File: src/rtl/gppm_sequencer.sv
// Two-phase (FETCH/EXEC) microsequencer driving a GPPM register-file/ALU datapath
// from an external combinational-read instruction memory, with a run watchdog.
module gppm_sequencer #(
    parameter int PC_W      = 8,
    parameter int MAX_INSTR = 1024
) (
    input  logic            clk,
    input  logic            rst_n,
    input  logic            start,
    output logic            busy,
    output logic            done,
    output logic            err,
    output logic [PC_W-1:0] pc,
    output logic [PC_W-1:0] imem_addr,
    input  logic [51:0]     imem_data,
    output logic [3:0]      raddr1,
    output logic [3:0]      raddr2,
    output logic [3:0]      waddr,
    output logic            wen,
    output logic            wdsrc,
    output logic [3:0]      func,
    output logic [31:0]     constant,
    output logic [31:0]     aluconst,
    output logic            alusrc,
    input  logic            isZero
);

    localparam int CNT_W = (MAX_INSTR > 32'sd0) ? $clog2(MAX_INSTR + 32'sd1) : 1;
    localparam bit WD_EN = (MAX_INSTR != 32'sd0);
    localparam logic [CNT_W-1:0] WD_LIMIT = CNT_W'(MAX_INSTR);

    localparam logic [3:0] OP_NOP  = 4'd0;
    localparam logic [3:0] OP_LDI  = 4'd1;
    localparam logic [3:0] OP_ALUR = 4'd2;
    localparam logic [3:0] OP_ALUI = 4'd3;
    localparam logic [3:0] OP_BZ   = 4'd4;
    localparam logic [3:0] OP_BNZ  = 4'd5;
    localparam logic [3:0] OP_JMP  = 4'd6;
    localparam logic [3:0] OP_HALT = 4'd7;

    typedef enum logic [1:0] {
        ST_IDLE  = 2'd0,
        ST_FETCH = 2'd1,
        ST_EXEC  = 2'd2
    } state_t;

    state_t            state_r, state_s;
    logic [PC_W-1:0]   pc_r, pc_s;
    logic [51:0]       ir_r, ir_s;
    logic [CNT_W-1:0]  count_r, count_s;
    logic              done_r, done_s;
    logic              err_r, err_s;
    logic              halt_s, illegal_s, wd_hit_s;

    logic [3:0]        op_s, func_f_s, rd_s, rs1_s, rs2_s;
    logic [31:0]       imm_s;
    logic [PC_W-1:0]   pc_inc_s, imm_pc_s;

    assign op_s     = ir_r[51:48];
    assign func_f_s = ir_r[47:44];
    assign rd_s     = ir_r[43:40];
    assign rs1_s    = ir_r[39:36];
    assign rs2_s    = ir_r[35:32];
    assign imm_s    = ir_r[31:0];
    assign pc_inc_s = pc_r + PC_W'(1'b1);
    assign imm_pc_s = imm_s[PC_W-1:0];

    // Next-state, program-counter, watchdog count and termination status.
    always_comb begin
        state_s   = state_r;
        pc_s      = pc_r;
        ir_s      = ir_r;
        count_s   = count_r;
        done_s    = 1'b0;
        err_s     = err_r;
        halt_s    = 1'b0;
        illegal_s = 1'b0;
        wd_hit_s  = 1'b0;
        case (state_r)
            ST_IDLE: begin
                if (start) begin
                    state_s = ST_FETCH;
                    pc_s    = '0;
                    count_s = '0;
                    err_s   = 1'b0;
                end else begin
                    state_s = ST_IDLE;
                end
            end
            ST_FETCH: begin
                ir_s    = imem_data;
                state_s = ST_EXEC;
            end
            ST_EXEC: begin
                count_s  = count_r + CNT_W'(1'b1);
                wd_hit_s = WD_EN && (count_s == WD_LIMIT);
                case (op_s)
                    OP_NOP, OP_LDI, OP_ALUR, OP_ALUI: pc_s = pc_inc_s;
                    OP_BZ:   pc_s = isZero ? imm_pc_s : pc_inc_s;
                    OP_BNZ:  pc_s = isZero ? pc_inc_s : imm_pc_s;
                    OP_JMP:  pc_s = imm_pc_s;
                    OP_HALT: halt_s = 1'b1;
                    default: begin
                        halt_s    = 1'b1;
                        illegal_s = 1'b1;
                    end
                endcase
                // A halting op wins over the watchdog: its err reflects only legality.
                if (halt_s) begin
                    state_s = ST_IDLE;
                    done_s  = 1'b1;
                    err_s   = illegal_s;
                end else if (wd_hit_s) begin
                    state_s = ST_IDLE;
                    done_s  = 1'b1;
                    err_s   = 1'b1;
                end else begin
                    state_s = ST_FETCH;
                end
            end
            default: state_s = ST_IDLE;
        endcase
    end

    // Sequencer state registers.
    always_ff @(posedge clk or negedge rst_n) begin
        if (!rst_n) begin
            state_r <= ST_IDLE;
            pc_r    <= '0;
            ir_r    <= '0;
            count_r <= '0;
            done_r  <= 1'b0;
            err_r   <= 1'b0;
        end else begin
            state_r <= state_s;
            pc_r    <= pc_s;
            ir_r    <= ir_s;
            count_r <= count_s;
            done_r  <= done_s;
            err_r   <= err_s;
        end
    end

    // GPPM control decode; everything is quiet outside the EXEC cycle.
    always_comb begin
        raddr1   = 4'd0;
        raddr2   = 4'd0;
        waddr    = 4'd0;
        wen      = 1'b0;
        wdsrc    = 1'b0;
        func     = 4'd0;
        constant = 32'd0;
        aluconst = 32'd0;
        alusrc   = 1'b0;
        if (state_r == ST_EXEC) begin
            case (op_s)
                OP_LDI: begin
                    wen      = 1'b1;
                    waddr    = rd_s;
                    constant = imm_s;
                end
                OP_ALUR, OP_ALUI: begin
                    raddr1   = rs1_s;
                    raddr2   = rs2_s;
                    func     = func_f_s;
                    wdsrc    = 1'b1;
                    wen      = 1'b1;
                    waddr    = rd_s;
                    alusrc   = (op_s == OP_ALUI);
                    aluconst = (op_s == OP_ALUI) ? imm_s : 32'd0;
                end
                OP_BZ, OP_BNZ: begin
                    raddr1 = rs1_s;
                    raddr2 = rs2_s;
                    func   = func_f_s;
                end
                default: wen = 1'b0;
            endcase
        end else begin
            wen = 1'b0;
        end
    end

    assign busy      = (state_r != ST_IDLE);
    assign done      = done_r;
    assign err       = err_r;
    assign pc        = pc_r;
    assign imem_addr = pc_r;

endmodule

File: config.mk
export PLATFORM = sky130hd
export DESIGN_NAME = gppm_sequencer
export DESIGN_NICKNAME = d
export VERILOG_FILES = /design/src/rtl/gppm_sequencer.sv
export SDC_FILE = /design/constraint.sdc
export NUM_CORES = 1
export LEC_CHECK = 0
export CAP_MARGIN = 25
export CORE_MARGIN = 1
export CORE_UTILIZATION = 39
export CTS_CLUSTER_DIAMETER = 100
export DETAILED_ROUTE_END_ITERATION = 8
export PLACE_DENSITY_LB_ADDON = 0.05
export SYNTH_ARGS = -nofsm -noshare
export SYNTH_HDL_FRONTEND = slang
export SYNTH_SLANG_ARGS = --single-unit
File: constraint.sdc
create_clock -name clk -period 1.7 [get_ports clk]
set_input_delay 0.17 -clock clk [delete_from_list [all_inputs] [get_ports clk]]
set_output_delay 0.17 -clock clk [all_outputs]
set_load 0.1 [all_outputs]
==> results of run 1 <==
report_power, final:
group	switching [mW]	internal (mW)
Clock	0.652	0.965
Sequential	0.689	2.55
Combinational	3.23	2.64
flip-flops by register name (all words and copies together) (netlist names):
signal / flops
done: 1
state_r: 2
imem_addr: 8
ir_r: 52
count_r: 11
err: 1
cells by family (layout without fill, tap and decap cells):
logic type / after synthesis / count (layout)
xor+xnor: 6 / 6
simple gates: 140 / 140
flops: 75 / 75
compound gates: 55 / 55
buf+inv: 33 / 224
fa+ha+maj: 2 / 2
mux: 53 / 53
worst max-delay path, cell delays in order (launching register included):
cell and delay (ps):
sky130_fd_sc_hd__dfrtp_1 380, sky130_fd_sc_hd__nand2b_4 150, sky130_fd_sc_hd__nor3_4 150, sky130_fd_sc_hd__and3_4 250, sky130_fd_sc_hd__buf_12 120, sky130_fd_sc_hd__clkbuf_16 140, sky130_fd_sc_hd__and2_4 150, sky130_fd_sc_hd__buf_12 160
worst min-delay path by stage:
stage          startpoint                     end  slack (ps)
6_report            rst_n    ir_r[22]$_DFFE_PN0N_         340
5_1_grt             rst_n    ir_r[22]$_DFFE_PN0N_         400
4_1_cts             rst_n    ir_r[22]$_DFFE_PN0N_         340
3_5_place_dp        rst_n    ir_r[22]$_DFFE_PN0N_         160
3_3_place_gp        rst_n    ir_r[23]$_DFFE_PN0N_         160
2_1_floorplan       rst_n  count_r[0]$_DFFE_PN0P_        -130
cell type report:
class / count / area (µm²)
repair buffers: 206 / 3110
multi-input cells: 256 / 2180
fillers: 612 / 2150
flip-flops and latches: 75 / 1890
well taps: 133 / 166
clock buffers: 10 / 128
clock inverters: 5 / 103
inverters: 3 / 11.3
what timing repair did:
action	CTS	global route
cloned	2	2
endpoints found under the hold margin	35	0
gates resized for setup	11	33
setup endpoints to repair	91	95
buffers inserted	5	4
pin swaps	2	22
hold buffers	1	0
through the flow:
step | instances | TNS (ps) | util | area [µm²]
2_1_floorplan | 364 | -7410 | - | 4110
3_3_place_gp | 659 | -111 | 0.720 | 7010
3_5_place_dp | 659 | -2540 | 0.720 | 7010
4_1_cts | 682 | -21620 | 0.759 | 7380
5_1_grt | 688 | -28990 | 0.779 | 7580
6_report | 688 | -23760 | 0.779 | 7580
cells in the final DEF, fill, tap and decap left out, types with 4 or more instances in the layout:
| cell | n |
|---|---|
| sky130_fd_sc_hd__a21oi_1 | 10 |
| sky130_fd_sc_hd__and2_2 | 13 |
| sky130_fd_sc_hd__and2_4 | 69 |
| sky130_fd_sc_hd__and3_1 | 4 |
| sky130_fd_sc_hd__buf_12 | 108 |
| sky130_fd_sc_hd__buf_4 | 35 |
| sky130_fd_sc_hd__buf_6 | 5 |
| sky130_fd_sc_hd__clkbuf_8 | 9 |
| sky130_fd_sc_hd__clkdlybuf4s50_1 | 54 |
| sky130_fd_sc_hd__dfrtp_1 | 68 |
| sky130_fd_sc_hd__dfrtp_2 | 7 |
| sky130_fd_sc_hd__mux2_2 | 52 |
| sky130_fd_sc_hd__nand2_1 | 12 |
| sky130_fd_sc_hd__nand3_1 | 6 |
| sky130_fd_sc_hd__nor2_1 | 7 |
| sky130_fd_sc_hd__o21ai_0 | 13 |
| sky130_fd_sc_hd__o21ai_1 | 4 |
| sky130_fd_sc_hd__o2bb2ai_1 | 4 |
| sky130_fd_sc_hd__xnor2_1 | 4 |
layer usage:
layer | share of wire | wire length [µm] | vias up
met4 | 0.018 | 206 | 0
li1 | - | - | 1626
met5 | 0 | 0 | -
met3 | 0.049 | 570 | 16
met2 | 0.53 | 6140 | 117
met1 | 0.40 | 4600 | 1701
==> qor.txt, run 1 <==
PLACED DESIGN
-------------------------------------------------------------------------------------------------
Gpl congestion                                                                              0.829
Post-Place Setup Slack                                                                   -51.0 ps
Number of port buffers                                                                        157
Post-DP HPWL                                                                              7.82 mm

STA
-------------------------------------------------------------------------------------------------
Final worst path period share                                                                1.20
Hold WS                                                                                    341 ps
Clock period minus final worst setup slack                                                2030 ps
Fin. max-slew vios                                                                              0
Slack of the critical path                                                                -333 ps
Setup violators final                                                                          85
RSZ-0062 raised after global routing                                                         true
Rel. slew slack                                                                             0.669
Final Hold Viols                                                                                0
Maximum achievable frequency                                                            0.492 GHz
Worst-Margin Slew                                                                          496 ps
Post-Route Skew                                                                           7.43 ps

YOSYS
-------------------------------------------------------------------------------------------------
Number of synthesized flops with an enable pin                                                  0
Number of distinct library cell variants in the gate-level netlist after synthesis             47
Mapped Nets                                                                                   422
Share of async-settable or async-resettable flops after synthesis                            1.00
Main combinational cell family by area after synthesis                               simple AND/OR/NAND/NOR gates
Share of Yosys cell area claimed by the top area cell type                                  0.483
Total standard cell area after synthesis                                              0.00389 mm²
Top cells by instance count after synthesis                                          sky130_fd_sc_hd__and2_1 (81), sky130_fd_sc_hd__dfrtp_1 (75), sky130_fd_sc_hd__mux2_2 (52), sky130_fd_sc_hd__o21ai_0 (19), sky130_fd_sc_hd__a21oi_1 (13)
Synth Warn #                                                                                    0
Xor/xnor share of the synthesized area                                                     0.0135
Mean Syn Cell Area                                                                       10.7 µm²
Share of synthesized cell area in full adder, half adder and majority cells               0.00644
Leading cell type by number of instances after synthesis                             sky130_fd_sc_hd__and2_1
Share of synthesized cell area in and, or, nand and nor gates                               0.215
Register bit total from synthesis                                                              75
Leading area contributor after synthesis                                             sky130_fd_sc_hd__dfrtp_1
Main flop type after synthesis                                                       sky130_fd_sc_hd__dfrtp_1
Fraction of the yosys area taken by sequential cells                                        0.483
Multiplexer share of the synthesized area                                                   0.153
Mapped Cells                                                                                  364
Area fraction in compound gates after synthesis                                            0.0856
Cell types occupying the most area after synthesis                                   sky130_fd_sc_hd__dfrtp_1 (48%), sky130_fd_sc_hd__mux2_2 (15%), sky130_fd_sc_hd__and2_1 (13%)

CLOCKING
-------------------------------------------------------------------------------------------------
Num Clock Sinks                                                                                75
Root buf cell                                                                        sky130_fd_sc_hd__clkbuf_8
Insertion delay to the later sink of the worst-skew pair                                   340 ps
Maximum root-to-sink buffer count                                                               2
Clk pin slew, worst setup/hold paths                                                        80 ps
Number of buffers created by CTS                                                                9
Clock tree from TritonCTS                                                                    done
Number of levels the H-tree was split into                                                      3

SETUP PATH
-------------------------------------------------------------------------------------------------
Worst R2R End                                                                        err$_DFFE_PN0P_
Arrival time at the worst endpoint                                                        1860 ps
Register-to-Register Path Depth                                                                 5
Type of the worst setup path                                                         flip-flop to primary output
Required arrival time at the worst endpoint                                               1530 ps
Crit. Startpoint                                                                     state_r[0]$_DFF_PN0_
Worst flop-to-flop path startpoint                                                   count_r[5]$_DFFE_PN0P_
Worst-path maximum fanout                                                                       6
Reg2reg setup slack                                                                        -90 ps
CP startpoint kind                                                                      flip-flop
Worst setup path endpoint                                                            aluconst[24]
Category of the worst setup path capture point                                       primary output

DRT
-------------------------------------------------------------------------------------------------
Total detailed-routing wirelength                                                         11.5 mm
Number of vias per cell                                                                      5.03
Number of vias in the routed layout                                                          3460
Post-DRT Antenna Nets                                                                           0
First-pass iteration count of the detailed router                                               4
Initial drt markers                                                                            87
Wire length per cell after detailed routing                                               16.7 µm
DRC viols                                                                                       0

OUTCOME
-------------------------------------------------------------------------------------------------
Failing checks                                                                       negative setup slack
Outcome                                                                              complete, but fails checks

FLOORPLAN
-------------------------------------------------------------------------------------------------
Number of ports placed on the die boundary                                                    158
Placeable core region                                                                 0.00973 mm²
Die Outline Area                                                                       0.0104 mm²
Starting density of the core                                                                0.399
Die width                                                                                  102 µm
Total number of placement rows                                                                 36
Die boundary height                                                                        102 µm

MIN PATH
-------------------------------------------------------------------------------------------------
Type of the most critical hold path                                                  input port to asynchronous set/reset pin

POWER
-------------------------------------------------------------------------------------------------
Ratio of total power to cell area                                                     1410 mW/mm²
Leakage                                                                                   3.18 nW
Overall power consumption                                                                 10.7 mW
Max VDD drop                                                                              1.06 mV

LAYOUT
-------------------------------------------------------------------------------------------------
Antenna diode count                                                                             0
Fraction of final layout cells sized beyond drive strength 1                                0.600
Area delta synth->final                                                                     95.1%
Number of nets in the layout                                                                  609

GLOBAL ROUTE
-------------------------------------------------------------------------------------------------
Global-route wire length before repair                                                    17.3 mm
Most congested layer reported by global routing                                              met2
Met1 Usage GRT                                                                              0.272
Total congestion overflow                                                                       0
Antenna violations before repair                                                                0
Number of global-route vias before repair                                                    3390
Fraction of met2 tracks used by global routing                                              0.386
Global-route track usage on met3                                                           0.0321
Largest net degree at the start of global routing                                              41
Total routing usage reported by global routing                                              0.218

JOB
-------------------------------------------------------------------------------------------------
Number of max-capacitance violations reported                                                   0

No activity file was read; power rests on OpenSTA's default activity.
==> inputs of run 2 (changes only) <==
--- a/config.mk
+++ b/config.mk
@@ -5,6 +5,7 @@
 export SDC_FILE = /design/constraint.sdc
 export NUM_CORES = 1
 export LEC_CHECK = 0
+export ABC_CLOCK_PERIOD_IN_PS = 1700
 export CAP_MARGIN = 25
 export CORE_MARGIN = 1
 export CORE_UTILIZATION = 39
==> results of run 2 <==
Same layout as run 1: the final DEF is identical, and so are final timing and power.
